$ cat src/rtl/fetch_unit.sv
// fetch_unit: request/response instruction fetch with an in-order prefetch FIFO and redirect flush.
// Optional build macro FETCH_PERF_EN adds fetched/dropped/stall performance counters.
module fetch_unit #(
    parameter int              XLEN       = 32,
    parameter logic [XLEN-1:0] RESET_PC   = '0,
    parameter int              FIFO_DEPTH = 4
) (
    input  logic            i_clk,
    input  logic            i_rst,
    output logic            o_imem_req,
    output logic [XLEN-1:0] o_imem_addr,
    input  logic            i_imem_rdy,
    input  logic            i_imem_rvld,
    input  logic [XLEN-1:0] i_imem_rdata,
    output logic            o_insn_vld,
    output logic [XLEN-1:0] o_insn,
    output logic [XLEN-1:0] o_insn_pc,
    input  logic            i_insn_rdy,
    input  logic            i_redirect,
    input  logic [XLEN-1:0] i_redirect_pc,
    output logic            o_misalign
`ifdef FETCH_PERF_EN
    ,
    output logic [31:0]     o_perf_fetched,
    output logic [31:0]     o_perf_dropped,
    output logic [31:0]     o_perf_stall
`endif
);
    localparam int AW = $clog2(FIFO_DEPTH);
    localparam int CW = AW + 1;
    localparam logic [CW:0] DEPTH_C = (CW+1)'(FIFO_DEPTH);

    logic [XLEN-1:0] r_fetch_pc, r_head_pc;
    logic [XLEN-1:0] r_mem [FIFO_DEPTH];
    logic [CW-1:0]   r_count, r_out, r_drop;
    logic [AW-1:0]   r_rd, r_wr;
    logic            r_misalign;

    logic [CW:0]     w_used;
    logic [CW-1:0]   w_out_nxt;
    logic [XLEN-1:0] w_tgt;
    logic            w_req, w_hs, w_push, w_pop;

    // Credit covers words already queued plus words still in flight, so a response always has a slot.
    assign w_used      = {1'b0, r_count} + {1'b0, r_out};
    assign w_req       = !i_rst && !i_redirect && (w_used < DEPTH_C);
    assign w_hs        = w_req && i_imem_rdy;
    assign w_push      = i_imem_rvld && (r_drop == '0) && !i_redirect;
    assign w_pop       = o_insn_vld && i_insn_rdy && !i_redirect;
    assign w_out_nxt   = r_out + CW'(w_hs) - CW'(i_imem_rvld);
    assign w_tgt       = {i_redirect_pc[XLEN-1:2], 2'b00};

    assign o_imem_req  = w_req;
    assign o_imem_addr = r_fetch_pc;
    assign o_insn_vld  = (r_count != '0);
    assign o_insn      = o_insn_vld ? r_mem[r_rd] : '0;
    assign o_insn_pc   = r_head_pc;
    assign o_misalign  = r_misalign;

    // Control state: fetch/head PCs, FIFO pointers, in-flight and drop counters; redirect flushes.
    always_ff @(posedge i_clk) begin
        if (i_rst) begin
            r_fetch_pc <= RESET_PC;
            r_head_pc  <= RESET_PC;
            r_count    <= '0;
            r_out      <= '0;
            r_drop     <= '0;
            r_rd       <= '0;
            r_wr       <= '0;
            r_misalign <= 1'b0;
        end else begin
            r_out      <= w_out_nxt;
            r_misalign <= i_redirect && (|i_redirect_pc[1:0]);
            if (i_redirect) begin
                r_fetch_pc <= w_tgt;
                r_head_pc  <= w_tgt;
                r_count    <= '0;
                r_rd       <= '0;
                r_wr       <= '0;
                r_drop     <= w_out_nxt;
            end else begin
                if (w_hs) r_fetch_pc <= r_fetch_pc + XLEN'(4);
                if (w_pop) begin
                    r_head_pc <= r_head_pc + XLEN'(4);
                    r_rd      <= r_rd + AW'(1);
                end
                if (w_push) r_wr <= r_wr + AW'(1);
                r_count <= r_count + CW'(w_push) - CW'(w_pop);
                if (i_imem_rvld && (r_drop != '0)) r_drop <= r_drop - CW'(1);
            end
        end
    end

    // FIFO storage; contents need no reset since validity lives in r_count.
    always_ff @(posedge i_clk) begin
        if (w_push) r_mem[r_wr] <= i_imem_rdata;
    end

`ifdef FETCH_PERF_EN
    logic [31:0] r_pf, r_pd, r_ps;

    assign o_perf_fetched = r_pf;
    assign o_perf_dropped = r_pd;
    assign o_perf_stall   = r_ps;

    // Saturating event counters for accepted words, discarded words and consumer stall cycles.
    always_ff @(posedge i_clk) begin
        if (i_rst) begin
            r_pf <= '0;
            r_pd <= '0;
            r_ps <= '0;
        end else begin
            if (w_push && !(&r_pf)) r_pf <= r_pf + 32'd1;
            if (i_imem_rvld && !w_push && !(&r_pd)) r_pd <= r_pd + 32'd1;
            if (!o_insn_vld && i_insn_rdy && !(&r_ps)) r_ps <= r_ps + 32'd1;
        end
    end
`endif
endmodule
$ cat config.mk
export PLATFORM = sky130hd
export DESIGN_NAME = fetch_unit
export DESIGN_NICKNAME = d
export VERILOG_FILES = /design/src/rtl/fetch_unit.sv
export SDC_FILE = /design/constraint.sdc
export NUM_CORES = 1
export LEC_CHECK = 0
export BUFFER_PORTS_ARGS = -buffer_cell sky130_fd_sc_hd__buf_4
export CAP_MARGIN = 10
export CORE_MARGIN = 2
export CORE_UTILIZATION = 35
export DETAILED_ROUTE_END_ITERATION = 8
export SYNTH_ARGS = -nofsm -noshare
export SYNTH_HDL_FRONTEND = slang
export SYNTH_SLANG_ARGS = --single-unit
$ cat constraint.sdc
create_clock -name i_clk -period 3.7 [get_ports i_clk]
set_clock_uncertainty 0.05 [all_clocks]
set_input_delay 0.37 -clock i_clk [delete_from_list [all_inputs] [get_ports i_clk]]
set_output_delay 0.37 -clock i_clk [all_outputs]
set_load 0.1 [all_outputs]
# Word level (Yosys, flattened, before mapping)
# Memory sizes are Yosys's and may differ from the RTL's. A register that Yosys moved wholly into a read port is not among the register bits.
# Index checks and enable logic that the tools add are counted.
[word_totals] memories=1 output_inout_bits=99 mem_bits_rw=128 reg_bits=78
[mem_list] memory="r_mem" words=4 width=32 rd=1 rd_clocked_by_memory_dff=1 wr=1 line_no="34" rtl="logic [XLEN-1:0] r_mem [FIFO_DEPTH];"
[classes] add_sub_neg=10 n_mux=11 n_lt_le_gt_ge=1 n_reduce_logical=19
[op_table] operator="32-bit 2-to-1 mux" count=5
[op_table] operator="32-bit by 3-bit adder with 32-bit output (second input constant)" count=2
[op_table] operator="1-bit logical AND" count=9
[op_table] operator="3-bit by 1-bit adder with 3-bit output" count=2
[op_table] operator="3-bit 2-to-1 mux" count=2
[op_table] operator="2-bit nonzero test" count=3
[op_table] operator="3-bit nonzero test" count=2
[op_table] operator="3-bit by 1-bit subtractor with 3-bit output" count=2
[op_table] operator="2-bit by 1-bit adder with 2-bit output (second input constant)" count=2
[op_table] operator="3-bit by 3-bit adder with 4-bit output" count=1
[op_table] operator="4-bit by 3-bit < comparator with 1-bit output (second input constant)" count=1
[op_table] operator="2-bit 2-to-1 mux" count=2
[op_table] operator="2-bit OR reduction" count=2
[op_table] operator="3-bit zero test" count=1
[op_table] operator="3-bit by 1-bit subtractor with 3-bit output (second input constant)" count=1
[op_table] operator="1-bit zero test" count=2
[op_table] operator="1-bit 2-to-1 mux" count=2

# Depth between registers and ports, before layout
# Gate-level depths: netlist of run 1.
[logic_depth] ltp_word=7 mapped_depth=15 ltp_nobuf=14

# Worst setup path after synthesis of run 1
# Ideal clock, no wire load.
[synth_timing] path_kind="reg2out" start="reg r_count[2]" end="out o_imem_req" arrival_ns=3.157 path_buffers=1 slack_ns=0.123 stages_incl_launch_ff=5 path_cell_list="dfxtp_1 -> ha_1 -> or3_4 -> buf_6 -> nor3_1"
[synth_via] elab_chain_cells=3
[synth_rtl] element="start, declared" line_no="35" rtl="logic [CW-1:0] r_count, r_out, r_drop;"
[synth_rtl] element="start signal, assigned" line_no="88" rtl="r_count <= r_count + CW'(w_push) - CW'(w_pop);"
[synth_rtl] element="3-bit by 3-bit adder with 4-bit output" line_no="45" rtl="assign w_used = {1'b0, r_count} + {1'b0, r_out};"
[synth_rtl] element="4-bit by 3-bit < comparator with 1-bit output" line_no="46" rtl="assign w_req = !i_rst && !i_redirect && (w_used < DEPTH_C);"
[synth_rtl] element="1-bit logical AND" line_no="46"
[synth_rtl] element="end, declared" line_no="10" rtl="output logic o_imem_req,"
# Every way passes these cells.

# Worst setup path after layout of run 1
[layout_timing] start="reg r_count[2]" end="reg r_drop[2]"
[layout_via] elab_chain_cells=7
[layout_rtl] element="3-bit by 3-bit adder with 4-bit output" line_no="45"
[layout_rtl] element="4-bit by 3-bit < comparator with 1-bit output" line_no="46"
[layout_rtl] element="1-bit logical AND" line_no="46"
[layout_rtl] element="1-bit logical AND" line_no="47" rtl="assign w_hs = w_req && i_imem_rdy;"
[layout_rtl] element="3-bit by 1-bit adder with 3-bit output" line_no="50" rtl="assign w_out_nxt = r_out + CW'(w_hs) - CW'(i_imem_rvld);"
[layout_rtl] element="3-bit by 1-bit subtractor with 3-bit output" line_no="50"
[layout_rtl] element="3-bit 2-to-1 mux" line_no="74" rtl="if (i_redirect) begin"
[layout_rtl] element="end signal, assigned" line_no="80" rtl="r_drop <= w_out_nxt;"
[layout_rtl] element="end signal, assigned" line_no="89" rtl="if (i_imem_rvld && (r_drop != '0)) r_drop <= r_drop - CW'(1);"
[layout_rtl] element="end, declared" line_no="35"
# Every way passes these cells.
# A chain may end at the register's enable or synchronous reset.

==> results of run 1 <==
## layout make-up
type                    instances  area, µm²  share of cell area, %
well taps                     330        413                   3.65
inverters                      37        141                   1.25
multi-input cells             405       3260                   28.8
clock inverters                14        178                   1.57
clock buffers                  26        587                   5.19
repair buffers                180       1360                   12.0
flip-flops and latches        204       5370                   47.5
## worst reg2reg max path: stages, from the launching register on
cell     delay [ns]
dfxtp_1        0.40
ha_1           0.27
or3_4          0.39
nor3_4         0.24
inv_4          0.10
ha_1           0.28
inv_1          0.06
ha_1           0.13
inv_1          0.05
fa_1           0.37
xor2_1         0.18
xnor2_1        0.13
nor2_1         0.07
nand2_1        0.08
o21ai_0        0.07
## placed cells by master (no fill, tap or decap), types with 3 or more instances in the layout
cell        count
buf_4         178
edfxtp_1      128
dfxtp_1        75
and2_1         39
nand3_1        36
inv_1          35
xor2_1         35
mux4_2         32
a21boi_0       32
nor2_1         28
nand2_1        27
nand4_1        25
a21oi_1        24
clkbuf_16      23
xnor2_1        20
nor3_1         14
ha_1           14
and3_1          8
o21ai_0         7
o21a_1          7
a211oi_1        6
clkinv_1        5
o211ai_1        5
o31a_1          5
conb_1          4
bufinv_16       4
a31oi_1         3
clkinvlp_2      3
clkbuf_1        3
## power by group
| part | leakage, nW | internal [W] | switching, W |
|---|---|---|---|
| registers | 1.79 | 0.00254 | 0.0000886 |
| clock network | 0.360 | 0.00142 | 0.000881 |
| logic | 2.02 | 0.000306 | 0.000803 |
| total | 4.16 | 0.00426 | 0.00177 |
## synth_stat cells (2+ instances only)
cell	instances
a211oi_1	6
a21boi_0	32
a21oi_1	24
a31oi_1	3
and2_1	39
and3_1	8
and4_1	2
buf_1	3
buf_2	5
buf_4	4
buf_6	2
clkbuf_1	20
dfxtp_1	76
edfxtp_1	128
fa_1	2
ha_1	14
inv_1	35
mux2i_1	2
mux4_2	32
nand2_1	27
nand3_1	36
nand4_1	25
nor2_1	28
nor3_1	14
nor3_2	2
nor4_1	2
o211ai_1	5
o21a_1	7
o21ai_0	7
o21bai_1	2
o31a_1	5
or2_2	2
or3_1	2
xnor2_1	20
xor2_1	35
## worst max path at each step
stage,start,endpoint,slack [ns]
floorplan,r_count[2],o_imem_req,0.12
global placement,i_rst,r_drop[2],0.74
detailed placement,i_rst,r_drop[2],0.71
CTS,register,o_insn[28],0.67
global route,r_count[2],r_drop[2],0.48
finish,r_count[2],r_drop[2],0.73
## registers in the layout (all words and copies together), names as in the netlist, named ones only
register     cells
o_insn_pc       30
r_wr             2
r_rd             2
r_out            3
r_mem          128
r_drop           3
o_imem_addr     30
r_count          3
o_misalign       1
## cell families after synthesis
kind of cell | count (synthesis) | share of synthesized area [%]
AO/OA/AOI/OAI | 95 | 7.22
XOR/XNOR | 55 | 5.41
adder cells (fa/ha/maj) | 16 | 2.42
buffers and inverters | 71 | 3.43
flip-flops | 204 | 60.2
multiplexers | 35 | 8.44
other | 1 | 0.0421
AND/OR/NAND/NOR | 200 | 12.8
## through the flow
step	total power, W	cell area [µm²]	utilization (%)	setup WS (ns)	hold slack (ns)
after floorplan	0.00351	8920	-	0.123	0.419
after global placement	0.00378	10500	41.9	0.739	0.453
after detailed placement	0.00379	10500	41.9	0.707	0.455
after CTS	0.00611	11300	45.0	0.669	0.000170
after global routing	0.00628	11300	45.0	0.478	0.00550
final	0.00603	11300	45.0	0.731	0.0278
## metal layers
layer / vias to the layer above / global-route usage [%] / wire [µm]
li1: 2830 / - / -
met1: 2842 / 20.5 / 9130
met2: 201 / 26.3 / 9850
met3: 22 / 3.61 / 1590
met4: 0 / 3.39 / 315
met5: - / 0 / 0
==> results.sh, run 1 <==
export IMPL_wl_per_cell_um=17.5
export IMPL_drc=0
export IMPL_rsz0062_at_grt="false"
export IMPL_critPathKind="register to register"
export IMPL_synthTopCellsByArea="edfxtp_1 (43%), dfxtp_1 (17%), mux4_2 (8.1%), xor2_1 (3.4%), and2_1 (2.7%)"
export IMPL_power_density_nw_per_um2=534
export IMPL_fmax_ghz=0.337
export IMPL_synthArstFlopShare_pct=0
export IMPL_end_kind="register"
export IMPL_worstHoldPathType="primary input to register"
export IMPL_netlist_area_leader_share_pct=43.1
export IMPL_clk_pin_slew_ns=0.06
export IMPL_r2r_slack_ns=0.73
export IMPL_finalNetCount=937
export IMPL_synth_seq_area_share_pct=60.2
export IMPL_grt_start_max_net_pins=49
export IMPL_antenna_left=0
export IMPL_hold_end="r_mem[1][11]"
export IMPL_core_area_um2=25100
export IMPL_clk_latency_ns=0.49
export IMPL_netlist_instances=677
export IMPL_cap_violations=0
export IMPL_drive_gt1_share_pct=29.9
export IMPL_die_area_um2=26800
export IMPL_drtPass1Iterations=5
export IMPL_cts_tree="done"
export IMPL_critPathSlowestCell="dfxtp_1"
export IMPL_dp_cells=1154
export IMPL_reg2reg_from="r_count[2]"
export IMPL_setup_violations=0
export IMPL_synth_area_per_cell_um2=13.2
export IMPL_cts_resized=0
export IMPL_crit_required_ns=4.02
export IMPL_dr_first_iter_drc_count=288
export IMPL_root_buffer="clkbuf_16"
export IMPL_synthFlopType="edfxtp_1"
export IMPL_critPathLaunchType="register"
export IMPL_cts_buffers=23
export IMPL_worst_slew_pin_slew_ns=0.711
export IMPL_worst_path_max_fanout=9
export IMPL_antenna_found_initial=0
export IMPL_crit_top_cell="ha_1"
export IMPL_max_stage_delay_ns=0.40
export IMPL_fin_setup_tns_ns=0
export IMPL_ff2ff_path_depth=14
export IMPL_vias=5895
export IMPL_synth_edf_count=128
export IMPL_diodes=0
export IMPL_ys_seq_elements=204
export IMPL_cts_setup_buffers=0
export IMPL_cp_depth=14
export IMPL_ys_warn_count=0
export IMPL_die_w_um=164
export IMPL_status="finished clean"
export IMPL_grt_pass1_wl_um=32500
export IMPL_slew_violations=0
export IMPL_vias_per_cell=4.93
export IMPL_io_pins=169
export IMPL_syn_cell_area_um2=8910
export IMPL_crit_chain="ha_1 -> or3_4 -> nor3_4 -> inv_4 -> ha_1 -> inv_1 -> ha_1 -> inv_1 -> fa_1 -> xor2_1 -> xnor2_1 -> nor2_1 -> nand2_1 -> o21ai_0"
export IMPL_hold_depth=1
export IMPL_fin_crit_sh_pct=80.3
export IMPL_worstPathArrival_ns=3.29
export IMPL_hold_viol=0
export IMPL_routed_wl_um=20900
export IMPL_io_buffers=164
export IMPL_p_leak_nw=4.16
export IMPL_r2r_end="r_drop[2]"
export IMPL_cts_hold_buf=2
export IMPL_crit_family="adder cells"
export IMPL_cp_buffers_inverters=3
export IMPL_clock_sinks=204
export IMPL_vdd_drop_max_v=0.000343
export IMPL_grt_pass1_vias=5852
export IMPL_grt_total_usage_pct=15.6
export IMPL_finalCriticalPeriod_ns=2.97
export IMPL_cts_buffer_depth=3
export IMPL_overflow=0
export IMPL_cts_max_level=1
export IMPL_area_delta_synth_final_pct=26.8
export IMPL_dp_hpwl_um=14200
export IMPL_std_cell_rows=58
export IMPL_gp_routability_congestion=0.820
export IMPL_die_y_um=164
export IMPL_start_util_pct=35.5
export IMPL_synth_cell_type_count=56
export IMPL_stdcell_count=1196
export IMPL_worstHoldStart="i_imem_rdata[11]"
export IMPL_max_slew_margin_rel_pct=52.4
export IMPL_synth_top_area_cell="edfxtp_1"
export IMPL_nFillCells=2330
Power figures use the tool's default switching activity.
==> run 2: changes to the inputs <==
ABC_AREA = 1   (was unset)
clock period = 2.4 ns   (was 3.7 ns; I/O delays follow)
==> run 2 against run 1 <==
  * Critical path depth shrank 1
  * Die area grew 10%
  * Wire length grew 40%
  * Largest cell class unchanged
==> results.sh, run 2 <==
export IMPL_status="finished clean"
export IMPL_hold_end="o_insn_pc[9]"
export IMPL_crit_chain="ha_1 -> nand3_2 -> nand2_2 -> nor2_4 -> nand2_4 -> ha_4 -> inv_2 -> ha_4 -> inv_2 -> fa_1 -> nor2_1 -> o21ai_1 -> a21oi_1"
export IMPL_root_buffer="clkbuf_16"
export IMPL_io_buffers=164
export IMPL_netlist_instances=1184
export IMPL_worst_slew_pin_slew_ns=0.597
export IMPL_cts_buffer_depth=3
export IMPL_grt_pass1_vias=8259
export IMPL_critPathKind="register to register"
export IMPL_io_pins=169
export IMPL_layout_commonest_cell="nand2_1"
export IMPL_worstHoldPathType="primary input to register"
export IMPL_setup_violations=0
export IMPL_area_delta_synth_final_pct=33.5
export IMPL_clk_pin_slew_ns=0.06
export IMPL_drive_gt1_share_pct=20.7
export IMPL_fin_util_pct=47.4
export IMPL_start_util_pct=35.5
export IMPL_wl_per_cell_um=16.2
export IMPL_synth_edf_count=128
export IMPL_synthArstFlopShare_pct=0
export IMPL_clock_sinks=204
export IMPL_netlist_area_leader_share_pct=39.1
export IMPL_worstPathArrival_ns=2.66
export IMPL_critPathSlowestCell="fa_1"
export IMPL_grt_pass1_wl_um=44700
export IMPL_clk_latency_ns=0.52
export IMPL_finalNetCount=1491
export IMPL_synthFlopType="edfxtp_1"
export IMPL_synth_most_common_cell="nor2_1"
export IMPL_max_stage_delay_ns=0.50
export IMPL_overflow=0
export IMPL_dr_first_iter_drc_count=527
export IMPL_crit_required_ns=2.72
export IMPL_die_w_um=172
export IMPL_gp_routability_congestion=0.910
export IMPL_hold_depth=3
export IMPL_r2r_end="r_drop[1]"
export IMPL_synth_seq_area_share_pct=54.6
export IMPL_critPathLaunchType="register"
export IMPL_reg2reg_from="r_count[1]"
export IMPL_finalCriticalPeriod_ns=2.34
export IMPL_die_y_um=172
export IMPL_hold_viol=0
export IMPL_vias=8735
export IMPL_p_leak_nw=5.10
export IMPL_p_total_w=0.00930
export IMPL_power_density_nw_per_um2=708
export IMPL_most_common_layout_cells="nand2_1 (242), nor2_1 (241), buf_4 (175)"
export IMPL_whs_ns=0.0401
export IMPL_synth_cell_type_count=39
export IMPL_dp_cells=1709
export IMPL_std_cell_rows=61
export IMPL_ff2ff_path_depth=13
export IMPL_grt_start_max_net_pins=65
export IMPL_cts_max_level=1
export IMPL_core_area_um2=27700
export IMPL_stdcell_count=1801
export IMPL_worstHoldStart="i_redirect_pc[9]"
export IMPL_ys_warn_count=0
export IMPL_top_register="r_mem"
export IMPL_fmax_ghz=0.428
export IMPL_synthTopCellsByArea="edfxtp_1 (39%), dfxtp_1 (15%), nor2_1 (9.4%), nand2_1 (9.4%), o21ai_0 (5.1%)"
export IMPL_max_slew_margin_rel_pct=60.2
export IMPL_drc=0
export IMPL_cts_tree="done"
export IMPL_largest_reg_flops=128
export IMPL_die_area_um2=29400
export IMPL_syn_cell_area_um2=9830
export IMPL_antenna_left=0
export IMPL_cap_violations=0
export IMPL_routed_wl_um=29200
export IMPL_ys_top_cells_by_count="nor2_1 (247), nand2_1 (245), edfxtp_1 (128), o21ai_0 (101), inv_1 (100)"
export IMPL_synth_top_area_cell="edfxtp_1"
export IMPL_vias_per_cell=4.85
export IMPL_diodes=0
export IMPL_fin_crit_sh_pct=97.3
export IMPL_rsz0062_at_grt="true"
export IMPL_worst_path_max_fanout=3
export IMPL_r2r_slack_ns=0.06
export IMPL_antenna_found_initial=0
export IMPL_dp_hpwl_um=19900
export IMPL_end_kind="register"
export IMPL_ys_seq_elements=204
export IMPL_nFillCells=2684
export IMPL_synth_area_per_cell_um2=8.30
export IMPL_slew_violations=0
export IMPL_grt_total_usage_pct=19.5
export IMPL_cts_buffers=25
export IMPL_vdd_drop_max_v=0.000584
export IMPL_drtPass1Iterations=5
## run 2: changes by cell type after synthesis, sizes merged, moves of 12 or more
cell,delta
nor2,+225
nand2,+220
o21ai,+95
inv,+64
a21oi,+59
and2,-37
nand3,+33
a21boi,-32
mux4,-32
xor2,-24
nand4,-15
nor3,-15
xnor2,-12
## run 2: power by group
part | leakage, nW | total [W] | switching (W) | internal, W
clock | 0.354 | 0.00335 | 0.00143 | 0.00192
sequential | 1.78 | 0.00404 | 0.000149 | 0.00389
combinational | 2.96 | 0.00190 | 0.00136 | 0.000549
## run 2: timing repair
item	CTS	global route
endpoints found under the setup margin	6	34
gates resized for setup	5	16
hold buffers	44	0
hold endpoints to repair	139	0
pin swaps	2	6
setup buffers	0	3
## run 2: through the flow
step	setup slack, ns	setup TNS [ns]	cell area [µm²]
detailed placement	-0.00577	-0.00577	11900
global placement	0.0368	0	11900
CTS	0.00523	0	13000
floorplan	-0.591	-2.26	10100
global route	-0.0535	-0.106	13100
finish	0.0647	0	13100
## run 2: cell families (layout without fill, tap and decap cells)
logic type               count (synthesis)  in the layout  synth area share (%)
adder cells (fa/ha/maj)                 16             16                  2.19
flip-flops                             204            204                  54.6
buffers and inverters                  149            385                  6.17
XOR/XNOR                                19             19                  1.69
AO/OA/AOI/OAI                          204            204                  10.8
AND/OR/NAND/NOR                        591            591                  24.6
other                                    1              4                0.0382
## run 2: routing by layer
| metal | global-route usage [%] | vias up | part of all wire [%] |
|---|---|---|---|
| met5 | 0 | - | 0 |
| met4 | 5.67 | 0 | 2.4 |
| met3 | 3.22 | 47 | 6.7 |
| met2 | 33.8 | 275 | 48 |
| met1 | 25.1 | 4062 | 43 |
| li1 | - | 4351 | - |
## run 2: how the worst max path moves through the flow
| stage | startpoint | end | slack (ns) |
|---|---|---|---|
| 2_1_floorplan | r_out[2] | r_drop[1] | -0.59 |
| 3_3_place_gp | r_out[2] | r_drop[1] | 0.04 |
| 3_5_place_dp | r_drop[0] | r_count[2] | -0.006 |
| 4_1_cts | register | o_insn[4] | 0.005 |
| 5_1_grt | r_drop[0] | r_count[2] | -0.05 |
| 6_report | r_count[1] | r_drop[1] | 0.06 |
## run 2: area by class of cell
cell class                 instances  area (µm²)  area share, %
clock buffer                      34         659           5.02
timing repair buffer             237        2020           15.4
multi-input combinational        834        4150           31.6
tap                              378         473           3.60
clock inverter                    11        61.3          0.467
inverter                         103         387           2.95
sequential                       204        5370           41.0
## run 2: critical path, delay by kind of cell, from the launching register on
| kind | cells | cell delay, ns |
|---|---|---|
| simple gates | 5 | 0.41 |
| compound gates | 2 | 0.20 |
| flops | 1 | 0.33 |
| fa+ha+maj | 4 | 1.12 |
| buf+inv | 2 | 0.09 |
==> run 3: changes to the inputs <==
PLACE_DENSITY_LB_ADDON = 0.1   (was unset)
==> run 3 against run 2 <==
  * Register-to-register slack barely moved
  * Hold slack got worse by 0.010 ns
  * Cell count barely moved
  * Wire length rose by 2.8%
  * First-iteration DRC count fell by 21%
  * Combinational power barely moved
  * Flip-flop and latch count did not move
  * Worst setup slack improved by 0.0073 ns
  * Critical path depth did not move
  * Largest cell class unchanged
==> results.sh, run 3 (same netlist as run 2, synthesis figures left out) <==
export IMPL_status="finished clean"
export IMPL_std_cell_rows=61
export IMPL_rsz0062_at_grt="true"
export IMPL_switching_share_pct=31.2
export IMPL_power_density_nw_per_um2=698
export IMPL_slew_violations=0
export IMPL_dp_hpwl_um=20400
export IMPL_worst_slew_pin_slew_ns=0.600
export IMPL_final_cell_area_um2=13100
export IMPL_clock_sinks=204
export IMPL_fmax_ghz=0.430
export IMPL_vias_per_cell=4.81
export IMPL_cts_tree="done"
export IMPL_cts_max_level=1
export IMPL_max_slew_margin_rel_pct=60.0
export IMPL_antenna_found_initial=0
export IMPL_nFillCells=2725
export IMPL_root_buffer="clkbuf_16"
export IMPL_wl_per_cell_um=16.7
export IMPL_area_delta_synth_final_pct=33.5
export IMPL_vdd_drop_max_v=0.000441
export IMPL_hold_depth=3
export IMPL_setup_violations=0
export IMPL_worstPathArrival_ns=2.64
export IMPL_vias=8660
export IMPL_p_switching_w=0.00285
export IMPL_io_buffers=164
export IMPL_drive_gt1_share_pct=21.5
export IMPL_cap_violations=0
export IMPL_grt_total_usage_pct=20.0
export IMPL_stdcell_count=1800
export IMPL_top_register="r_mem"
export IMPL_gp_routability_congestion=0.860
export IMPL_clk_pin_slew_ns=0.06
export IMPL_worst_path_max_fanout=2
export IMPL_grt_start_max_net_pins=65
export IMPL_postPlaceCellArea_um2=11900
export IMPL_finalCriticalPeriod_ns=2.33
export IMPL_r2r_end="r_drop[1]"
export IMPL_p_int_w=0.00630
export IMPL_pwr_share_comb_pct=21.0
export IMPL_worstHoldPathType="primary input to register"
export IMPL_busiest_layer="met2"
export IMPL_fin_crit_sh_pct=97.0
export IMPL_use_met2_pct=35.4
export IMPL_most_common_layout_cells="nand2_1 (242), nor2_1 (241), buf_4 (192)"
export IMPL_r2r_slack_ns=0.07
export IMPL_hold_viol=0
export IMPL_drc=0
export IMPL_clockPowerShare_pct=34.9
export IMPL_use_met1_pct=25.6
export IMPL_core_area_um2=27700
export IMPL_critPathKind="register to register"
export IMPL_layout_commonest_cell="nand2_1"
export IMPL_die_w_um=172
export IMPL_clk_latency_ns=0.50
export IMPL_critPathLaunchType="register"
export IMPL_reg2reg_from="r_count[2]"
export IMPL_dr_first_iter_drc_count=417
export IMPL_use_met3_pct=3.27
export IMPL_worstHoldStart="i_redirect_pc[7]"
export IMPL_start_util_pct=35.5
export IMPL_io_pins=169
export IMPL_ff2ff_path_depth=13
export IMPL_routed_wl_um=30100
export IMPL_die_area_um2=29400
export IMPL_grt_pass1_vias=8303
export IMPL_diodes=0
export IMPL_end_kind="register"
export IMPL_antenna_left=0
export IMPL_largest_reg_flops=128
export IMPL_dp_cells=1714
export IMPL_grt_pass1_wl_um=45300
export IMPL_hold_end="o_insn_pc[7]"
export IMPL_finalNetCount=1492
export IMPL_cts_buffer_depth=3
export IMPL_overflow=0
export IMPL_drtPass1Iterations=4
export IMPL_p_leak_nw=5.08
export IMPL_die_y_um=172
export IMPL_crit_required_ns=2.71
export IMPL_cts_buffers=23
export IMPL_p_seq_share_pct=44.1
-- run 3: cell types whose count changed in the layout (fill, tap and decap cells not counted), moves of 3 or more --
cell and delta:
inv_1 -4, ha_1 -3, dlygate4sd3_1 -4, clkinv_1 -5
nor2_4 +4, inv_2 +4, nor2_2 -4, clkbuf_1 +4
buf_4 +17, buf_6 -11
-- run 3: how the worst max path moves through the flow --
stage	startpoint	end	slack, ns	cells past startpoint
4_1_cts	r_out[2]	r_drop[1]	0.0004	13
6_report	r_count[2]	r_drop[1]	0.07	13
5_1_grt	r_count[2]	r_drop[1]	-0.05	13
3_5_place_dp	r_out[2]	r_drop[1]	-0.02	13
2_1_floorplan	r_out[2]	r_drop[1]	-0.59	14
3_3_place_gp	r_out[2]	r_drop[1]	0.02	13
-- run 3: repair_timing --
item,4_1_cts,5_1_grt
buffers inserted,1,3
setup endpoints to repair,10,7
hold endpoints to repair,135,0
resized for setup,3,19
pin swaps,3,16
gates cloned,0,1
hold buffers,40,0
-- run 3: layer usage --
layer	vias up	part of all wire [%]
li1	4338	-
met1	4080	44
met2	210	49
met3	32	5.4
met4	0	1.6
met5	-	0
-- run 3: power groups by stage --
stage               Combinational [W]  Sequential [W]  Clock (W)
floorplan                    0.000832         0.00454          0
global placement              0.00180         0.00410          0
detailed placement            0.00182         0.00410          0
CTS                           0.00188         0.00403    0.00328
global route                  0.00205         0.00406    0.00341
finish                        0.00192         0.00404    0.00319
-- run 3: critical path, stage by stage, from the launching register on --
cell	delay, ns
dfxtp_2	0.33
ha_4	0.24
nor2_4	0.10
nand2_2	0.07
nor2_4	0.13
nand2_4	0.07
ha_4	0.21
inv_2	0.06
ha_4	0.11
inv_2	0.03
fa_1	0.51
nor2_1	0.06
o21ai_1	0.14
a21oi_1	0.07
-- run 3: final cells by class --
cell class              instances  area, µm²  share of cell area (%)
inverters                     103        388                    2.96
multi-input cells             834       4210                    32.1
clock inverters                 2       10.0                  0.0763
repair buffers                240       2010                    15.3
clock buffers                  39        659                    5.03
well taps                     378        473                    3.61
flip-flops and latches        204       5370                    41.0
-- run 3: stage by stage --
stage	hold slack, ns	total power, W	TNS [ns]	worst slack (ns)	utilization, %
floorplan	0.289	0.00537	-2.26	-0.591	-
global placement	0.392	0.00590	0	0.0173	43.0
detailed placement	0.393	0.00592	-0.0405	-0.0238	43.0
CTS	0.00983	0.00919	0	0.000386	46.9
global route	0.0324	0.00951	-0.0814	-0.0482	47.3
finish	0.0300	0.00915	0	0.0720	47.3
